### src/rtl/settings_reg_responder.sv
// Settings-bus responder: writes a register bank and returns one readback word per
// accepted transaction through a 2-entry ready/valid output queue.
module settings_reg_responder #(
    parameter int unsigned          SR_AWIDTH = 8,
    parameter int unsigned          SR_DWIDTH = 32,
    parameter int unsigned          RB_AWIDTH = 8,
    parameter int unsigned          RB_DWIDTH = 64,
    parameter int unsigned          NUM_REGS  = 16,
    parameter int unsigned          BASE      = 0,
    parameter logic [SR_DWIDTH-1:0] RESET_VAL = '0
) (
    input  logic                          clk,
    input  logic                          reset,
    input  logic                          set_stb,
    input  logic [SR_AWIDTH-1:0]          set_addr,
    input  logic [SR_DWIDTH-1:0]          set_data,
    input  logic [RB_AWIDTH-1:0]          rb_addr,
    output logic                          set_ready,
    output logic                          rb_stb,
    output logic [RB_DWIDTH-1:0]          rb_data,
    input  logic                          rb_ready,
    input  logic [RB_DWIDTH-1:0]          status_in,
    output logic [NUM_REGS*SR_DWIDTH-1:0] regs_out,
    output logic [NUM_REGS-1:0]           reg_changed
);

    localparam int unsigned CNT_W = 32;

    logic [SR_DWIDTH-1:0] regs_q [NUM_REGS];
    logic [SR_DWIDTH-1:0] regs_d [NUM_REGS];
    logic [NUM_REGS-1:0]  changed_q, changed_d;
    logic [RB_DWIDTH-1:0] mem_q [2];
    logic                 wr_ptr_q, rd_ptr_q;
    logic [1:0]           count_q, count_d;
    logic [CNT_W-1:0]     txn_cnt_q, txn_cnt_d;
    logic [CNT_W-1:0]     drop_cnt_q, drop_cnt_d;

    logic                 accept, drop, pop, wr_hit;
    logic [31:0]          set_off, rb_sel;
    logic [RB_DWIDTH-1:0] rb_word;

    // Ready depends only on registered occupancy, held low during reset
    assign set_ready = ~reset && (count_q < 2'd2);
    assign accept    = set_stb & set_ready;
    assign drop      = set_stb & ~set_ready;
    assign pop       = rb_stb & rb_ready;
    assign rb_stb    = (count_q != 2'd0);
    assign rb_data   = mem_q[rd_ptr_q];
    assign reg_changed = changed_q;

    for (genvar g = 0; g < NUM_REGS; g++) begin : g_regs_out
        assign regs_out[g*SR_DWIDTH +: SR_DWIDTH] = regs_q[g];
    end

    // Register write decode; produces post-write state used by readback
    always_comb begin
        regs_d    = regs_q;
        changed_d = '0;
        set_off   = 32'(set_addr) - 32'(BASE);
        wr_hit    = accept && (32'(set_addr) >= 32'(BASE)) && (set_off < 32'(NUM_REGS));
        for (int i = 0; i < NUM_REGS; i++) begin
            if (wr_hit && set_off == 32'(i)) begin
                regs_d[i]    = set_data;
                changed_d[i] = 1'b1;
            end
        end
    end

    // Counters and readback word selection
    always_comb begin
        txn_cnt_d  = accept ? txn_cnt_q + 32'd1 : txn_cnt_q;
        drop_cnt_d = (drop && drop_cnt_q != '1) ? drop_cnt_q + 32'd1 : drop_cnt_q;
        rb_sel     = 32'(rb_addr);
        rb_word    = '0;
        if (rb_sel == 32'(NUM_REGS)) begin
            rb_word = RB_DWIDTH'(txn_cnt_d);
        end else if (rb_sel == 32'(NUM_REGS + 1)) begin
            rb_word = status_in;
        end else if (rb_sel == 32'(NUM_REGS + 2)) begin
            rb_word = RB_DWIDTH'(drop_cnt_q);
        end else begin
            for (int i = 0; i < NUM_REGS; i++) begin
                if (rb_sel == 32'(i)) rb_word = RB_DWIDTH'(regs_d[i]);
            end
        end
    end

    // Queue occupancy: push and pop together leave the count unchanged
    always_comb begin
        count_d = count_q;
        if (accept && !pop)      count_d = count_q + 2'd1;
        else if (!accept && pop) count_d = count_q - 2'd1;
    end

    always_ff @(posedge clk) begin
        if (reset) begin
            regs_q     <= '{default: RESET_VAL};
            changed_q  <= '0;
            mem_q      <= '{default: '0};
            wr_ptr_q   <= 1'b0;
            rd_ptr_q   <= 1'b0;
            count_q    <= 2'd0;
            txn_cnt_q  <= '0;
            drop_cnt_q <= '0;
        end else begin
            regs_q     <= regs_d;
            changed_q  <= changed_d;
            count_q    <= count_d;
            txn_cnt_q  <= txn_cnt_d;
            drop_cnt_q <= drop_cnt_d;
            if (accept) begin
                mem_q[wr_ptr_q] <= rb_word;
                wr_ptr_q        <= ~wr_ptr_q;
            end
            if (pop) rd_ptr_q <= ~rd_ptr_q;
        end
    end

endmodule

### config.mk
export PLATFORM = sky130hd
export DESIGN_NAME = settings_reg_responder
export DESIGN_NICKNAME = d
export VERILOG_FILES = /design/src/rtl/settings_reg_responder.sv
export SDC_FILE = /design/constraint.sdc
export NUM_CORES = 1
export LEC_CHECK = 0
export ABC_AREA = 1
export CAP_MARGIN = 20
export CORE_UTILIZATION = 35
export CTS_CLUSTER_SIZE = 8
export DETAILED_ROUTE_END_ITERATION = 6
export HOLD_SLACK_MARGIN = 0.02
export SLEW_MARGIN = 20
export SYNTH_ARGS = -nofsm -noshare
export SYNTH_HDL_FRONTEND = slang
export SYNTH_SLANG_ARGS = --single-unit
### constraint.sdc
create_clock -name clk -period 6.4 [get_ports clk]
set_input_delay 0.96 -clock clk [delete_from_list [all_inputs] [get_ports clk]]
set_output_delay 0.96 -clock clk [all_outputs]
set_load 0.005 [all_outputs]
# Word level (Yosys, flattened, before mapping)
# Cells that the tools add are included.
# totals
wordCells	164
out_inout_bits	594
inputBits	116
reg_bits	724
# classes
n_reduce_logical	28
addsub	4
order_cmp	5
eq_ne	34
muxes	60
n_bitwise	9
# ops
operator	n
$mux W64	22
$mux W32	18
$bwmux W128	1
$eq A8 B4 Y1 const B	16
$add A32 B1 Y32 const B	2
$demux W64 S1	1
$eq A8 B3 Y1 const B	8
$eq A8 B2 Y1 const B	4
$logic_not A32 Y1	1
$ne A32 B32 Y1 const B	1
$eq A8 B5 Y1 const B	3
$logic_and A1 B1 Y1	22
$eq A8 B1 Y1 const B	2
$mux W1	16
$logic_not A8 Y1	1
$lt A8 B5 Y1 const B	1
$ge A2 B2 Y1 const B	2
$mux W2	2
$not A1 Y1	4
$not A1 Y2	2
$reduce_bool A2 Y1	2
$and A1 B1 Y1	3
$add A2 B1 Y2 const B	1
$logic_not A1 Y1	2
3 further kinds	3

# Depth between registers and ports, before layout
# Gate-level depths: netlist (run 1).
# depth
depth_word	26
ltp_mapped	22
depth_no_buf	20

# Least setup slack after synthesis (run 1)
# No wires, ideal clock.
# synth_path
path_kind	input to register
startpoint	input port reset
endpoint	register mem_q[79] in the netlist's numbering
stages	20
t_arrival_ps	2853
path_slack_ps	3430
setup_time_ps	117
t_required_ps	6283
n_path_buf	4
path_cell_list	buf_6 -> nor2_4 -> nand2_4 -> nor2_4 -> buf_4 -> buf_6 -> buf_4 -> nand3_1 -> nand3_1 -> nand3_1 -> nor2_1 -> nand4_1 -> nor2_1 -> nand4_1 -> nor2_1 -> nand4_1 -> nor2_1 -> nand4_1 -> nor2_1 -> nor2_1
# synth_via
elab_chain_len	26
elab_cells_between_ends	57
cone_classes	mux (37); bitwise (2); reduce/logical (18)
# synth_rtl
element	line_no	text
from (decl)	13	input logic reset,
$not A1 Y1 (*)	43	assign set_ready = ~reset && (count_q < 2'd2);
$logic_and A1 B1 Y1 (*)	43	
net set_ready	18	output logic set_ready,
$and A1 B1 Y1 (*)	44	assign accept = set_stb & set_ready;
$logic_and A1 B1 Y1	60	wr_hit = accept && (32'(set_addr) >= 32'(BASE)) && (set_off < 32'(NUM_REGS));
$logic_and A1 B1 Y1	62	if (wr_hit && set_off == 32'(i)) begin
$mux W32	62	
$mux W32	83	if (rb_sel == 32'(i)) rb_word = RB_DWIDTH'(regs_d[i]);
$mux W64 (15 in series)	83	
$mux W64	79	end else if (rb_sel == 32'(NUM_REGS + 2)) begin
$mux W64	77	end else if (rb_sel == 32'(NUM_REGS + 1)) begin
$mux W64	75	if (rb_sel == 32'(NUM_REGS)) begin
$bwmux W128	112	mem_q[wr_ptr_q] <= rb_word;
to (signal, indexed assignment)	112	
to (decl)	32	logic [RB_DWIDTH-1:0] mem_q [2];
# The timed path passes the listed nets; every way through them passes the cells marked *.
# A chain may end at the register's enable or synchronous reset.

# Final worst setup path (run 1)
# layout_path
startpoint	input port set_addr[6]
endpoint	register mem_q[79] in the netlist's numbering
# layout_via
elab_chain_len	24
elab_cells_between_ends	70
cone_classes	order compare (1); eq/ne (15); mux (36); reduce/logical (18)
# layout_rtl
element	line_no	text
from (decl)	15	input logic [SR_AWIDTH-1:0] set_addr,
$lt A8 B5 Y1	60	
$logic_and A1 B1 Y1	60	
$logic_and A1 B1 Y1	62	
$mux W32	62	
$mux W32	83	
$mux W64 (14 in series)	83	
$mux W64 (*)	83	
$mux W64 (*)	79	
$mux W64 (*)	77	
$mux W64 (*)	75	
$bwmux W128 (*)	112	
# Mark *: on every way between the ends. The rest lies on a longest branch, timed or not.

==> results of run 1 <==
state kept, by name, indices dropped and copies added (netlist names):
name and cells:
txn_cnt_q 32, regs_out 512, rd_ptr_q 1, mem_q 128
reg_changed 16, wr_ptr_q 1, drop_cnt_q 32, count_q 2
report_power, final:
part / total, uW / switching, uW / internal (uW) / leakage, uW
combinational: 750 / 519 / 231 / 0.00906
clock: 4830 / 2040 / 2780 / 0.00130
sequential: 4590 / 26.7 / 4570 / 0.00584
synthesized netlist by cell type, types with 4 or more instances:
library cell and count:
buf_1 10, nand4_1 122, nand3_1 285, buf_4 6
nor3_1 44, nor4_1 7, or2_2 27, xor2_1 23
o21ai_1 13, clkbuf_1 267, dfxtp_1 724, inv_2 6
xnor2_1 8, nor2_4 5, o21ai_0 522, o22ai_1 17
a21oi_1 231, nor2_1 750, nand2_1 1364, buf_2 28
inv_1 638, nor2_2 4
through the flow:
| step | utilization [%] | hold slack [ns] |
|---|---|---|
| 3_5_place_dp | 44.1 | 0.442 |
| 2_1_floorplan | - | 0.426 |
| 3_3_place_gp | 44.1 | 0.440 |
| 5_1_grt | 47.0 | 0.467 |
| 4_1_cts | 46.9 | 0.453 |
| 6_report | 47.0 | 0.450 |
cells by family (layout without fill, tap and decap cells):
group	count (synthesis)	in the layout
buffers and inverters	961	1531
AND/OR/NAND/NOR	2629	2629
XOR/XNOR	31	31
adder cells (fa/ha/maj)	3	3
other	0	10
multiplexers	1	1
flip-flops	724	724
AO/OA/AOI/OAI	787	787
path summary, 6_finish.rpt:
check              start   endpoint  slack [ns]  depth (start not counted)
max          set_addr[6]  mem_q[79]        1.58                         19
min            mem_q[31]  mem_q[31]        0.45                          2
max reg2reg   count_q[1]  mem_q[79]        2.03                         18
min reg2reg    mem_q[31]  mem_q[31]        0.45                          2
worst register-to-register path, stage by stage, from the launching register on:
cell and delay (ns):
dfxtp_1 0.35, nor2_4 0.15, nand2_4 0.16, nor2_4 0.27, buf_4 0.42, nand2_2 0.54
buf_4 0.40, nand2_1 0.09, a21oi_1 0.06, nor2_1 0.22, nand4_1 0.15, nor2_1 0.23
nand4_1 0.20, nor2_1 0.15, nand4_1 0.08, nor2_1 0.32, nand4_1 0.27, nor2_1 0.15
nor2_1 0.05
metal layers:
metal  global-route usage (%)  vias up  share of wire, %
li1                         -    17205                 -
met5                        0        -             0.049
met2                     48.7     1906                44
met3                     6.50      257                10
met4                     14.5       10               4.4
met1                     43.1    16834                42
area by class of cell:
type                    instances  area, um2
diodes                         10       25.0
clock buffers                 104       2550
clock inverters                 6       96.3
fillers                      9591      49700
inverters                     648       2440
multi-input cells            3451      15300
flip-flops and latches        724      14500
well taps                    1254       1570
repair buffers                773       7630
placed cells by master, fill, tap and decap left out, types with 4 or more instances in the layout:
cell,count
nand2_1,1361
nand3_2,4
nand3_1,282
nor2_1,734
o21ai_1,13
nand2_2,5
inv_2,8
nor3_2,6
nor2_2,10
o22ai_1,17
inv_1,636
clkdlybuf4s50_1,708
diode_2,10
nor2_4,15
dfxtp_1,724
nor4_1,7
clkbuf_16,101
a21oi_1,231
xnor2_1,8
xor2_1,23
buf_4,61
nand4_1,122
o21ai_0,522
or2_2,27
nor3_1,37
==> impl_metrics.py, run 1 <==
metrics = {
    "finish": {
        "final_area_um2": 44100,
        "syn_to_final_growth_pct": 32.4,
        "instances_no_fill": 6970,
        "drive_gt1_share_pct": 4.49,
        "fin_nets": 5817,
    },
    "place": {
        "dp.cells": 6849,
        "pre_cts_ws_ns": 0.988,
        "placed_area_um2": 41400,
        "place.port_buffers": 709,
        "gp_congestion": 0.975,
        "place_hpwl_mm": 120,
    },
    "sta": {
        "timing.fmax_mhz": 207,
        "rsz0062_at_grt": "false",
        "max_slew_margin_pct": 27.5,
        "clock_skew_ns": 0.0360,
        "worstMarginPinSlew_ns": 1.08,
        "slew_viol_final": 0,
        "fin_crit_ns": 4.82,
        "min_period_over_period_pct": 75.4,
        "setup_violations": 0,
        "hold_viol_final": 0,
        "setup_tns_ns": 0,
        "worst_slack_ns": 1.58,
    },
    "global_route": {
        "antenna_found_initial": 12,
        "grt_max_degree": 100,
        "grt.overflow.total": 0,
        "grt_pass1_vias": 32064,
        "grt_usage_pct": 31.9,
        "grt_pass1_wl_mm": 224,
    },
    "flow_run": {
        "drv_cap": 0,
    },
    "logic_synthesis": {
        "postSynthNetCount": 5255,
        "yosysTopAreaCell": "dfxtp_1",
        "synth_compound_area_share_pct": 11.9,
        "synth_top_cell_area_share_pct": 43.5,
        "syn_area_um2": 33300,
        "avgSynthCellArea_um2": 6.48,
        "synth_mux_area_share_pct": 0.0301,
        "async_flop_share_pct": 0,
        "seq_area_frac_synth_pct": 43.5,
        "synth.distinct_cells": 41,
        "yosysWarnings": 0,
        "synth_edf_count": 0,
        "synth_top_family_by_area": "simple AND/OR/NAND/NOR gates",
        "ys_ff_latch": 724,
        "synth_xor_area_share_pct": 0.815,
        "synth_fa_ha_area_share_pct": 0.113,
        "synth_simple_gate_area_share_pct": 32.5,
        "synth-main-ff-cell": "dfxtp_1",
        "synth_area_leaders": "dfxtp_1 44%, nand2_1 15%, nor2_1 8.5%",
        "syn_inst": 5136,
    },
    "detailed_routing": {
        "dr.pass1.iters": 7,
        "viasPerCell": 5.20,
        "post_drt_wl_per_cell_um": 22.8,
        "drt_iter0_drc": 4177,
        "vias": 36212,
        "drc": 3,
        "wl_mm": 159,
        "ant_nets": 0,
    },
    "setup_path": {
        "crit_type": "in -> reg",
        "worstPathArrival_ns": 5.39,
        "slowest_stage": "nand2_2",
        "path_max_fanout": 34,
        "endpoint_kind": "flip-flop",
        "cp_num_buf_inv": 3,
        "path_cells": "clkdlybuf4s50_1 > nor2_1 > nand2_1 > nor2_4 > buf_4 > nand2_2 > buf_4 > nand2_1 > a21oi_1 > nor2_1 > nand4_1 > nor2_1 > nand4_1 > nor2_1 > nand4_1 > nor2_1 > nand4_1 > nor2_1 > nor2_1",
        "critPathTopFamily": "simple AND/OR/NAND/NOR gates",
        "cp_data_required_time_ns": 6.97,
        "critPathMostFrequentCell": "nor2_1",
        "max_stage_delay_ns": 0.52,
        "cp-start-kind": "input port",
    },
    "clock_network": {
        "cts_tree": "built",
        "cts_inserted_buffers": 100,
        "clock_latency_ns": 0.68,
        "cts_num_sinks": 724,
        "hold_buffers": 0,
        "cts_resized": 0,
        "htreeDepth": 3,
        "cts_root_buf": "clkbuf_16",
        "cts_setup_buffers": 0,
        "cts_buffer_depth": 3,
        "clk_pin_slew_worst_paths_ns": 0.05,
    },
    "floorplanning": {
        "die_w_um": 310,
        "rows": 112,
        "ioPinCount": 710,
        "die-area_um2": 96400,
        "die_h_um": 310,
        "initial_core_util_pct": 35.5,
        "core_area_um2": 93700,
    },
    "min_path": {
        "min_path_type": "reg -> reg",
    },
    "power_and_ir_drop": {
        "p_leak_uw": 0.0162,
        "power_density_nw_per_um2": 231,
        "total_power_uw": 10200,
        "ir_worst_vdd_v": 0.000203,
    },
    "run_status": {
        "violations": "design-rule violations",
        "status": "finished, violations left",
    },
}
Note: power is estimated with default switching activity, not from simulation.
==> run 2: changes to the inputs <==
==> constraint.sdc (replaced) <==
create_clock -name clk -period 4.9 [get_ports clk]
set_input_delay 0.735 -clock clk [delete_from_list [all_inputs] [get_ports clk]]
set_output_delay 0.735 -clock clk [all_outputs]
set_load 0.005 [all_outputs]
==> impl_metrics.py, run 2 (synthesis gave the netlist of run 1 again) <==
metrics = {
    "sta": {
        "timing.fmax_mhz": 234,
        "max_slew_margin_pct": 27.6,
        "setup_violations": 0,
        "clock_skew_ns": 0.0295,
        "fin_crit_ns": 4.27,
        "hold_slack_ns": 0.450,
        "rsz0062_at_grt": "false",
        "setup_tns_ns": 0,
        "slew_viol_final": 0,
        "worstMarginPinSlew_ns": 1.09,
        "hold_viol_final": 0,
        "min_period_over_period_pct": 87.2,
    },
    "detailed_routing": {
        "drt_iter0_drc": 3621,
        "dr.pass1.iters": 7,
        "drc": 2,
        "wl_mm": 158,
        "top_layer": "met5",
        "ant_nets": 0,
        "dr_wl_met2_mm": 69.5,
        "vias": 36029,
        "drt-met1-wl_mm": 66.5,
        "viasPerCell": 5.13,
        "dr_wl_met3_mm": 14.5,
        "post_drt_wl_per_cell_um": 22.4,
    },
    "setup_path": {
        "endpoint_kind": "flip-flop",
        "critPathMostFrequentCell": "nand4_1",
        "path_cells": "clkdlybuf4s50_1 > nor2_1 > nand2_1 > nor2_4 > buf_4 > buf_4 > nand3_1 > nand3_1 > nand3_1 > nor2_1 > nand4_1 > nor2_1 > nand4_1 > nor3_1 > nand4_1 > nand2_1 > nand4_1 > nand2_1 > inv_1",
        "cp_data_required_time_ns": 5.47,
        "slowest_stage": "buf_4",
        "crit_type": "in -> reg",
        "worstPathArrival_ns": 4.84,
        "max_stage_delay_ns": 0.52,
        "critPathTopFamily": "simple AND/OR/NAND/NOR gates",
        "cp_num_buf_inv": 4,
        "cp-start-kind": "input port",
        "path_max_fanout": 46,
    },
    "clock_network": {
        "clk_pin_slew_worst_paths_ns": 0.05,
        "cts_root_buf": "clkbuf_16",
        "cts_buffer_depth": 3,
        "cts_inserted_buffers": 101,
        "cts_resized": 0,
        "cts_tree": "built",
        "hold_buffers": 0,
        "htreeDepth": 3,
        "cts_setup_buffers": 0,
        "clock_latency_ns": 0.68,
        "cts_num_sinks": 724,
    },
    "global_route": {
        "grt.overflow.total": 0,
        "grt_usage_pct": 31.6,
        "grt_pass1_vias": 32477,
        "grt_max_degree": 201,
        "antenna_found_initial": 15,
        "grt_pass1_wl_mm": 223,
    },
    "run_status": {
        "status": "finished, violations left",
        "violations": "design-rule violations",
    },
    "floorplanning": {
        "die_w_um": 310,
        "initial_core_util_pct": 35.5,
        "die-area_um2": 96400,
        "die_h_um": 310,
        "ioPinCount": 710,
        "rows": 112,
        "core_area_um2": 93700,
    },
    "min_path": {
        "min_path_type": "reg -> reg",
    },
    "finish": {
        "drive_gt1_share_pct": 5.49,
        "syn_to_final_growth_pct": 34.3,
        "fin_nets": 5879,
        "seq_area_um2": 14500,
        "largest_reg_flops": 512,
        "fillers": 9570,
        "layout_common_cells": "1361 x nand2_1, 734 x nor2_1, 724 x dfxtp_1",
        "multi_input_area_um2": 15300,
        "mostFrequentLayoutCell": "nand2_1",
        "instances_no_fill": 7029,
    },
    "power_and_ir_drop": {
        "ir_worst_vdd_v": 0.000260,
        "p_int_uw": 10100,
        "clockPowerShare_pct": 48.0,
        "p_leak_uw": 0.0166,
        "p_sw_uw": 3360,
        "power_density_nw_per_um2": 300,
        "sequentialPowerShare_pct": 44.7,
        "p_comb_share_pct": 7.3,
        "p_sw_share_pct": 25.0,
    },
    "place": {
        "place_hpwl_mm": 120,
        "gp_congestion": 0.958,
        "dp.cells": 6911,
        "place.port_buffers": 709,
    },
    "flow_run": {
        "drv_cap": 0,
    },
}
-- run 2: cell types whose count changed in the layout (fill, tap and decap cells not counted), moves of 2 or more --
| cell | before | now |
|---|---|---|
| buf_4 | 61 | 109 |
| diode_2 | 10 | 3 |
| buf_12 | 2 | 16 |
| clkbuf_1 | 2 | 6 |
| clkbuf_16 | 101 | 104 |
| inv_6 | 3 | 1 |
-- run 2: worst paths after layout --
check	start	to	slack, ns	cells past startpoint
min	mem_q[31]	mem_q[31]	0.45	2
min reg2reg	mem_q[31]	mem_q[31]	0.45	2
max reg2reg	count_q[1]	mem_q[94]	0.81	18
max	set_addr[4]	mem_q[94]	0.63	19
-- run 2: layout make-up --
cell class              count  share of cell area [%]
diodes                      3                  0.0168
clock buffers             111                    5.90
clock inverters             4                   0.168
inverters                 648                    5.45
multi-input cells        3451                    34.1
flip-flops and latches    724                    32.4
well taps                1254                    3.51
repair buffers            834                    18.4
-- run 2: power by group through the flow --
stage | clock network [uW] | registers (uW) | logic, uW
CTS | 6510 | 6000 | 981
floorplan | 0 | 6110 | 447
global placement | 0 | 6120 | 976
finish | 6450 | 6000 | 987
global route | 6750 | 6000 | 1050
detailed placement | 0 | 6120 | 977
-- run 2: through the flow --
stage               cell area [um2]  worst slack (ns)  utilization, %  power, uW
CTS                           44700             0.752            47.7      13500
floorplan                     33300              2.16               -       6560
detailed placement            42000            0.0430            44.8       7100
global route                  44700             0.448            47.7      13800
global placement              42000            0.0682            44.8       7090
finish                        44700             0.628            47.7      13400
-- run 2: tightest hold or removal path: stages (launching register included) --
cell	delay, ns
dfxtp_1	0.30
nand2_1	0.06
nand2_1	0.04
-- run 2: layer usage --
| metal | track usage (%) | vias to the layer above |
|---|---|---|
| met3 | 6.64 | 245 |
| met1 | 42.2 | 16872 |
| met4 | 13.6 | 12 |
| met2 | 49.1 | 1608 |
| li1 | - | 17292 |
| met5 | 0 | - |
